[src/rtl/alu_issue_if.sv]
// Issue-stage bus for alu_issue: instruction beat in, decoded ALU beat out.
interface alu_issue_if #(
    parameter int BITS        = 32,
    parameter int OPTION_BITS = 8
);
    logic                   in_valid;
    logic                   in_ready;
    logic [31:0]            instr;
    logic [BITS-1:0]        rs_data;
    logic [BITS-1:0]        rt_data;
    logic                   flush;
    logic                   out_valid;
    logic                   out_ready;
    logic [OPTION_BITS-1:0] alu_select;
    logic [BITS-1:0]        alu_a;
    logic [BITS-1:0]        alu_b;
    logic [4:0]             dest_reg;
    logic                   reg_write;
    logic                   mem_read;
    logic                   mem_write;
    logic                   illegal;
    logic [BITS-1:0]        store_data;
    logic [7:0]             illegal_count;

    modport master (
        output in_valid, instr, rs_data, rt_data, flush, out_ready,
        input  in_ready, out_valid, alu_select, alu_a, alu_b, dest_reg,
               reg_write, mem_read, mem_write, illegal, store_data, illegal_count
    );

    modport slave (
        input  in_valid, instr, rs_data, rt_data, flush, out_ready,
        output in_ready, out_valid, alu_select, alu_a, alu_b, dest_reg,
               reg_write, mem_read, mem_write, illegal, store_data, illegal_count
    );
endinterface

[src/rtl/alu_issue.sv]
// MIPS decode/issue stage with a single-entry output register toward the ALU.
// Define ALU_ISSUE_MUL_EN to decode opcode 0x1C funct 0x02 (mul) instead of flagging it illegal.
module alu_issue #(
    parameter int BITS        = 32,
    parameter int OPTION_BITS = 8
) (
    input logic         clk,
    input logic         rstn,
    alu_issue_if.slave  bus
);
    typedef struct packed {
        logic [OPTION_BITS-1:0] alu_select;
        logic [BITS-1:0]        alu_a;
        logic [BITS-1:0]        alu_b;
        logic [4:0]             dest_reg;
        logic                   reg_write;
        logic                   mem_read;
        logic                   mem_write;
        logic                   illegal;
        logic [BITS-1:0]        store_data;
    } beat_t;

    beat_t           dec;
    beat_t           beat_d, beat_q;
    logic            out_valid_d, out_valid_q;
    logic [7:0]      illegal_count_d, illegal_count_q;
    logic            accept;
    logic [5:0]      opcode, funct;
    logic [4:0]      rt, rd;
    logic [BITS-1:0] imm_sext, imm_zext;

    assign opcode   = bus.instr[31:26];
    assign funct    = bus.instr[5:0];
    assign rt       = bus.instr[20:16];
    assign rd       = bus.instr[15:11];
    assign imm_sext = {{(BITS-16){bus.instr[15]}}, bus.instr[15:0]};
    assign imm_zext = {{(BITS-16){1'b0}}, bus.instr[15:0]};

    // Immediate-form select codes equal the opcode, so they are reused directly.
    always_comb begin
        dec       = '0;
        dec.alu_a = bus.rs_data;
        case (opcode)
            6'h00: begin
                if (bus.instr != 32'h0) begin
                    if (funct inside {6'h20, 6'h22, 6'h24, 6'h25}) begin
                        dec.alu_select = OPTION_BITS'(funct);
                        dec.alu_b      = bus.rt_data;
                        dec.dest_reg   = rd;
                        dec.reg_write  = 1'b1;
                    end else begin
                        dec.illegal = 1'b1;
                    end
                end
            end
            6'h08, 6'h23: begin
                dec.alu_select = OPTION_BITS'(opcode);
                dec.alu_b      = imm_sext;
                dec.dest_reg   = rt;
                dec.reg_write  = 1'b1;
                dec.mem_read   = (opcode == 6'h23);
            end
            6'h0D: begin
                dec.alu_select = OPTION_BITS'(opcode);
                dec.alu_b      = imm_zext;
                dec.dest_reg   = rt;
                dec.reg_write  = 1'b1;
            end
            6'h2B: begin
                dec.alu_select = OPTION_BITS'(opcode);
                dec.alu_b      = imm_sext;
                dec.mem_write  = 1'b1;
                dec.store_data = bus.rt_data;
            end
`ifdef ALU_ISSUE_MUL_EN
            6'h1C: begin
                if (funct == 6'h02) begin
                    dec.alu_select = OPTION_BITS'(8'h3A);
                    dec.alu_b      = bus.rt_data;
                    dec.dest_reg   = rd;
                    dec.reg_write  = 1'b1;
                end else begin
                    dec.illegal = 1'b1;
                end
            end
`endif
            default: dec.illegal = 1'b1;
        endcase
        // $zero is never written.
        if (dec.dest_reg == 5'd0) dec.reg_write = 1'b0;
    end

    assign bus.in_ready = rstn && !bus.flush && (!out_valid_q || bus.out_ready);
    assign accept       = bus.in_valid && bus.in_ready;

    always_comb begin
        out_valid_d     = out_valid_q;
        beat_d          = beat_q;
        illegal_count_d = illegal_count_q;
        if (bus.flush) begin
            out_valid_d = 1'b0;
        end else if (accept) begin
            out_valid_d = 1'b1;
            beat_d      = dec;
            if (dec.illegal && illegal_count_q != 8'hFF)
                illegal_count_d = illegal_count_q + 8'd1;
        end else if (bus.out_ready) begin
            out_valid_d = 1'b0;
        end
    end

    always_ff @(posedge clk) begin
        if (!rstn) begin
            out_valid_q     <= 1'b0;
            beat_q          <= '0;
            illegal_count_q <= '0;
        end else begin
            out_valid_q     <= out_valid_d;
            beat_q          <= beat_d;
            illegal_count_q <= illegal_count_d;
        end
    end

    assign bus.out_valid     = out_valid_q;
    assign bus.alu_select    = beat_q.alu_select;
    assign bus.alu_a         = beat_q.alu_a;
    assign bus.alu_b         = beat_q.alu_b;
    assign bus.dest_reg      = beat_q.dest_reg;
    assign bus.reg_write     = beat_q.reg_write;
    assign bus.mem_read      = beat_q.mem_read;
    assign bus.mem_write     = beat_q.mem_write;
    assign bus.illegal       = beat_q.illegal;
    assign bus.store_data    = beat_q.store_data;
    assign bus.illegal_count = illegal_count_q;
endmodule

[src/flat_wrapper.sv]
// flat-port wrapper written by rule: the top's interface ports become plain ports
module alu_issue_flat 
#(
    parameter int BITS        = 32,
    parameter int OPTION_BITS = 8
)
  (clk, rstn, bus_in_valid, bus_instr, bus_rs_data, bus_rt_data, bus_flush, bus_out_ready, bus_in_ready, bus_out_valid, bus_alu_select, bus_alu_a, bus_alu_b, bus_dest_reg, bus_reg_write, bus_mem_read, bus_mem_write, bus_illegal, bus_store_data, bus_illegal_count);
  alu_issue_if #(.BITS(BITS), .OPTION_BITS(OPTION_BITS)) bus_i ();
  input logic clk;
  input logic rstn;
  input wire logic [$bits(bus_i.in_valid)-1:0] bus_in_valid;
  input wire logic [$bits(bus_i.instr)-1:0] bus_instr;
  input wire logic [$bits(bus_i.rs_data)-1:0] bus_rs_data;
  input wire logic [$bits(bus_i.rt_data)-1:0] bus_rt_data;
  input wire logic [$bits(bus_i.flush)-1:0] bus_flush;
  input wire logic [$bits(bus_i.out_ready)-1:0] bus_out_ready;
  output wire logic [$bits(bus_i.in_ready)-1:0] bus_in_ready;
  output wire logic [$bits(bus_i.out_valid)-1:0] bus_out_valid;
  output wire logic [$bits(bus_i.alu_select)-1:0] bus_alu_select;
  output wire logic [$bits(bus_i.alu_a)-1:0] bus_alu_a;
  output wire logic [$bits(bus_i.alu_b)-1:0] bus_alu_b;
  output wire logic [$bits(bus_i.dest_reg)-1:0] bus_dest_reg;
  output wire logic [$bits(bus_i.reg_write)-1:0] bus_reg_write;
  output wire logic [$bits(bus_i.mem_read)-1:0] bus_mem_read;
  output wire logic [$bits(bus_i.mem_write)-1:0] bus_mem_write;
  output wire logic [$bits(bus_i.illegal)-1:0] bus_illegal;
  output wire logic [$bits(bus_i.store_data)-1:0] bus_store_data;
  output wire logic [$bits(bus_i.illegal_count)-1:0] bus_illegal_count;
  assign bus_i.in_valid = bus_in_valid;
  assign bus_i.instr = bus_instr;
  assign bus_i.rs_data = bus_rs_data;
  assign bus_i.rt_data = bus_rt_data;
  assign bus_i.flush = bus_flush;
  assign bus_i.out_ready = bus_out_ready;
  assign bus_in_ready = bus_i.in_ready;
  assign bus_out_valid = bus_i.out_valid;
  assign bus_alu_select = bus_i.alu_select;
  assign bus_alu_a = bus_i.alu_a;
  assign bus_alu_b = bus_i.alu_b;
  assign bus_dest_reg = bus_i.dest_reg;
  assign bus_reg_write = bus_i.reg_write;
  assign bus_mem_read = bus_i.mem_read;
  assign bus_mem_write = bus_i.mem_write;
  assign bus_illegal = bus_i.illegal;
  assign bus_store_data = bus_i.store_data;
  assign bus_illegal_count = bus_i.illegal_count;
  alu_issue #(.BITS(BITS), .OPTION_BITS(OPTION_BITS)) u_core (.clk(clk), .rstn(rstn), .bus(bus_i));
endmodule
[config.mk]
export PLATFORM = sky130hd
export DESIGN_NAME = alu_issue_flat
export DESIGN_NICKNAME = d
export VERILOG_FILES = /design/src/rtl/alu_issue_if.sv /design/src/rtl/alu_issue.sv /design/src/flat_wrapper.sv
export SDC_FILE = /design/constraint.sdc
export NUM_CORES = 1
export LEC_CHECK = 0
export ABC_AREA = 1
export BUFFER_PORTS_ARGS = -buffer_cell sky130_fd_sc_hd__buf_2
export CAP_MARGIN = 20
export CELL_PAD_IN_SITES_DETAIL_PLACEMENT = 2
export CELL_PAD_IN_SITES_GLOBAL_PLACEMENT = 2
export CORE_UTILIZATION = 25
export DETAILED_ROUTE_END_ITERATION = 7
export PLACE_DENSITY = 0.77
export RECOVER_POWER = 100
export SYNTH_ARGS = -nofsm -noshare
export SYNTH_HDL_FRONTEND = slang
export SYNTH_SLANG_ARGS = --single-unit
export TNS_END_PERCENT = 100
[constraint.sdc]
create_clock -name clk -period 1.65 [get_ports clk]
set_input_delay 0.0825 -clock clk [delete_from_list [all_inputs] [get_ports clk]]
set_output_delay 0.0825 -clock clk [all_outputs]
set_load 0.02 [all_outputs]
==> reports/qor.yml <==
clk_latency_ns: 0.42
vias_per_cell: 4.66
avgSynthCellArea_sq_um: 7.41
yosys.area.top_type_share_pct: 47.3
num_vias: 5819
cts_max_level: 4
setup-violations-final: 0
grt_pass1_wl_um: 33000
port_buffers: 221
drt-total-wl_um: 21600
dp_hpwl_um: 13800
netlist_instances: 686
grt.total_usage_pct: 20.8
drt-pass1-iter-count: 4
die-area_sq_um: 20900
yosys_warnings: 0
worstSetupEndpointType: "register"
outcome: "finished, final reports clean"
regArea_sq_um: 2400
finClkSkew_ns: 0.0134
crit_fanout: 6
clockRootBuffer: "clkbuf_16"
hold_class: "primary input to register"
area_growth_pct: 50.4
first_global_vias: 6265
finalPower_uw: 7380
synthFlopType: "dfxtp_1"
netlist_top_cells_area: "dfxtp_1, nand2_1, a21oi_1, a22oi_1, nor2_1"
placed_cell_area_sq_um: 6520
final_area_sq_um: 7640
syn_area_sq_um: 5080
p_leak_uw: 0.00313
synthArstFlopShare_pct: 0
multi_input_area_sq_um: 2350
period_needed_ns: 1.57
yosysMostFrequentCell: "nand2_1"
maxSlewHeadroom_pct: 64.3
startpoint_type: "register"
yosysTopAreaCell: "dfxtp_1"
worstPathArrival_ns: 1.84
ys_seq_elements: 120
n_antenna_cell: 0
fin_setup_tns_ns: 0
ios: 224
core_area_sq_um: 19700
synth-seq-area-share_pct: 47.3
fill_cells: 2372
overflow: 0
fmax_mhz: 637
gp_congestion: 0.750
antenna_found_initial: 1
hold_violations: 0
dr.first_iter.drc_count: 174
rsz0062_at_grt: "false"
drc: 0
synth_edf_count: 0
ys_top_cells_by_count: "nand2_1, dfxtp_1, a21oi_1, nor2_1, nand3_1"
setup_slack_ns: 0.0808
tightestPinTransition_ns: 0.536
slew_viol_final: 0
irDropWorstVdd_v: 0.000635
drv_cap: 0
p_per_area_nw_per_um2: 965
clock_sinks: 120
row_count: 51
place_ws_ns: -0.00263
wl_per_cell_um: 17.3
fin_crit_sh_pct: 95.1
nets: 1074
cts_tree: "built"
clk_transition_reported_paths_ns: 0.06
ant_nets: 0
worst-endpoint-required_ns: 1.92
cts_buffer_depth: 2
start_util_pct: 25.8
layout-drive-gt1-share_pct: 18.7
die_y_um: 145
path_class: "register to register"
synth_cell_types: 32
die_w_um: 145
grt_max_degree: 112
cts_buffers: 17
-- repair_timing --
item	in CTS	in global routing
setup endpoints to repair	0	40
gates resized for setup	0	10
hold buffers	66	0
hold endpoints to repair	64	0
buffers inserted	0	0
-- per-layer routing --
metal	GRT usage (%)	vias up	wire length, um
met5	0	-	10
met4	6.48	2	375
met3	5.73	30	1200
met2	37.8	156	11000
met1	23.2	2810	9060
li1	-	2821	-
-- worst max-delay path: stages, from the launching register on --
cell and delay [ns]:
dfxtp_1 0.34, ha_2 0.20, nand2_2 0.08, nor3_4 0.25, nand3_4 0.16, buf_4 0.19, nand4_1 0.13, a21oi_1 0.08
-- kinds of logic after synthesis --
group           Yosys count  synth area share (%)
xor+xnor                  6                  1.03
simple gates            350                  29.1
buf+inv                  74                  7.14
flops                   120                  47.3
other cells               1                0.0738
fa+ha+maj                 1                 0.246
compound gates          134                  15.1
-- final timing paths --
path	from	endpoint	slack, ns	cells past startpoint
worst min register to register	u_core.bus.alu_b[12]	u_core.bus.alu_b[12]	0.46	2
worst max-delay path	u_core.bus.illegal_count[0]	u_core.bus.illegal_count[4]	0.08	7
worst max register to register	u_core.bus.illegal_count[0]	u_core.bus.illegal_count[4]	0.08	7
worst min-delay path	bus_instr[6]	u_core.bus.alu_b[6]	0.01	5
-- layout make-up --
| cell class | instances | share of cell area, % |
|---|---|---|
| inverter | 27 | 1.42 |
| clock inverter | 12 | 1.65 |
| multi-input combinational | 493 | 30.8 |
| timing repair buffer | 313 | 24.4 |
| clock buffer | 20 | 5.97 |
| sequential | 120 | 31.4 |
| tap | 265 | 4.34 |
-- placed cells by master (no fill, tap or decap), types with 2 or more instances in the layout --
cell type,netlist,layout
a21oi_1,80,80
clkinvlp_4,0,2
clkbuf_8,0,2
xor2_1,6,6
dfxtp_1,120,119
clkinv_2,0,5
inv_2,6,5
nor2_2,3,3
clkinv_4,0,3
nand4_1,9,9
nand2_4,2,2
nand2_2,2,3
a22oi_1,32,32
o21a_1,4,4
buf_2,21,100
nand3_1,45,45
nand3_4,0,2
buf_4,5,20
nand2_1,214,213
o21ai_0,10,12
nor2_1,63,63
nor2_4,3,3
clkbuf_16,0,17
dlygate4sd3_1,0,66
buf_12,0,3
clkbuf_1,16,122
inv_1,20,20
conb_1,1,2
o21ai_1,5,3
bufinv_16,0,2
nand3_2,4,2
-- per-stage QoR --
| step | instances | util [%] | hold WS [ns] |
|---|---|---|---|
| 2_1_floorplan | 687 | - | 0.203 |
| 3_3_place_gp | 1152 | 33.0 | 0.333 |
| 3_5_place_dp | 1152 | 33.0 | 0.339 |
| 4_1_cts | 1250 | 39.4 | 0.00113 |
| 5_1_grt | 1250 | 38.8 | 0.0200 |
| 6_report | 1250 | 38.8 | 0.0135 |
-- power breakdown --
part | internal [uW] | total [uW] | leakage (uW) | switching (uW)
combinational | 290 | 697 | 0.00187 | 406
clock | 2300 | 3720 | 0.000286 | 1420
sequential | 2940 | 2960 | 0.000970 | 22.1
total | 5530 | 7380 | 0.00313 | 1850
No activity file was read; power rests on OpenSTA's default activity.
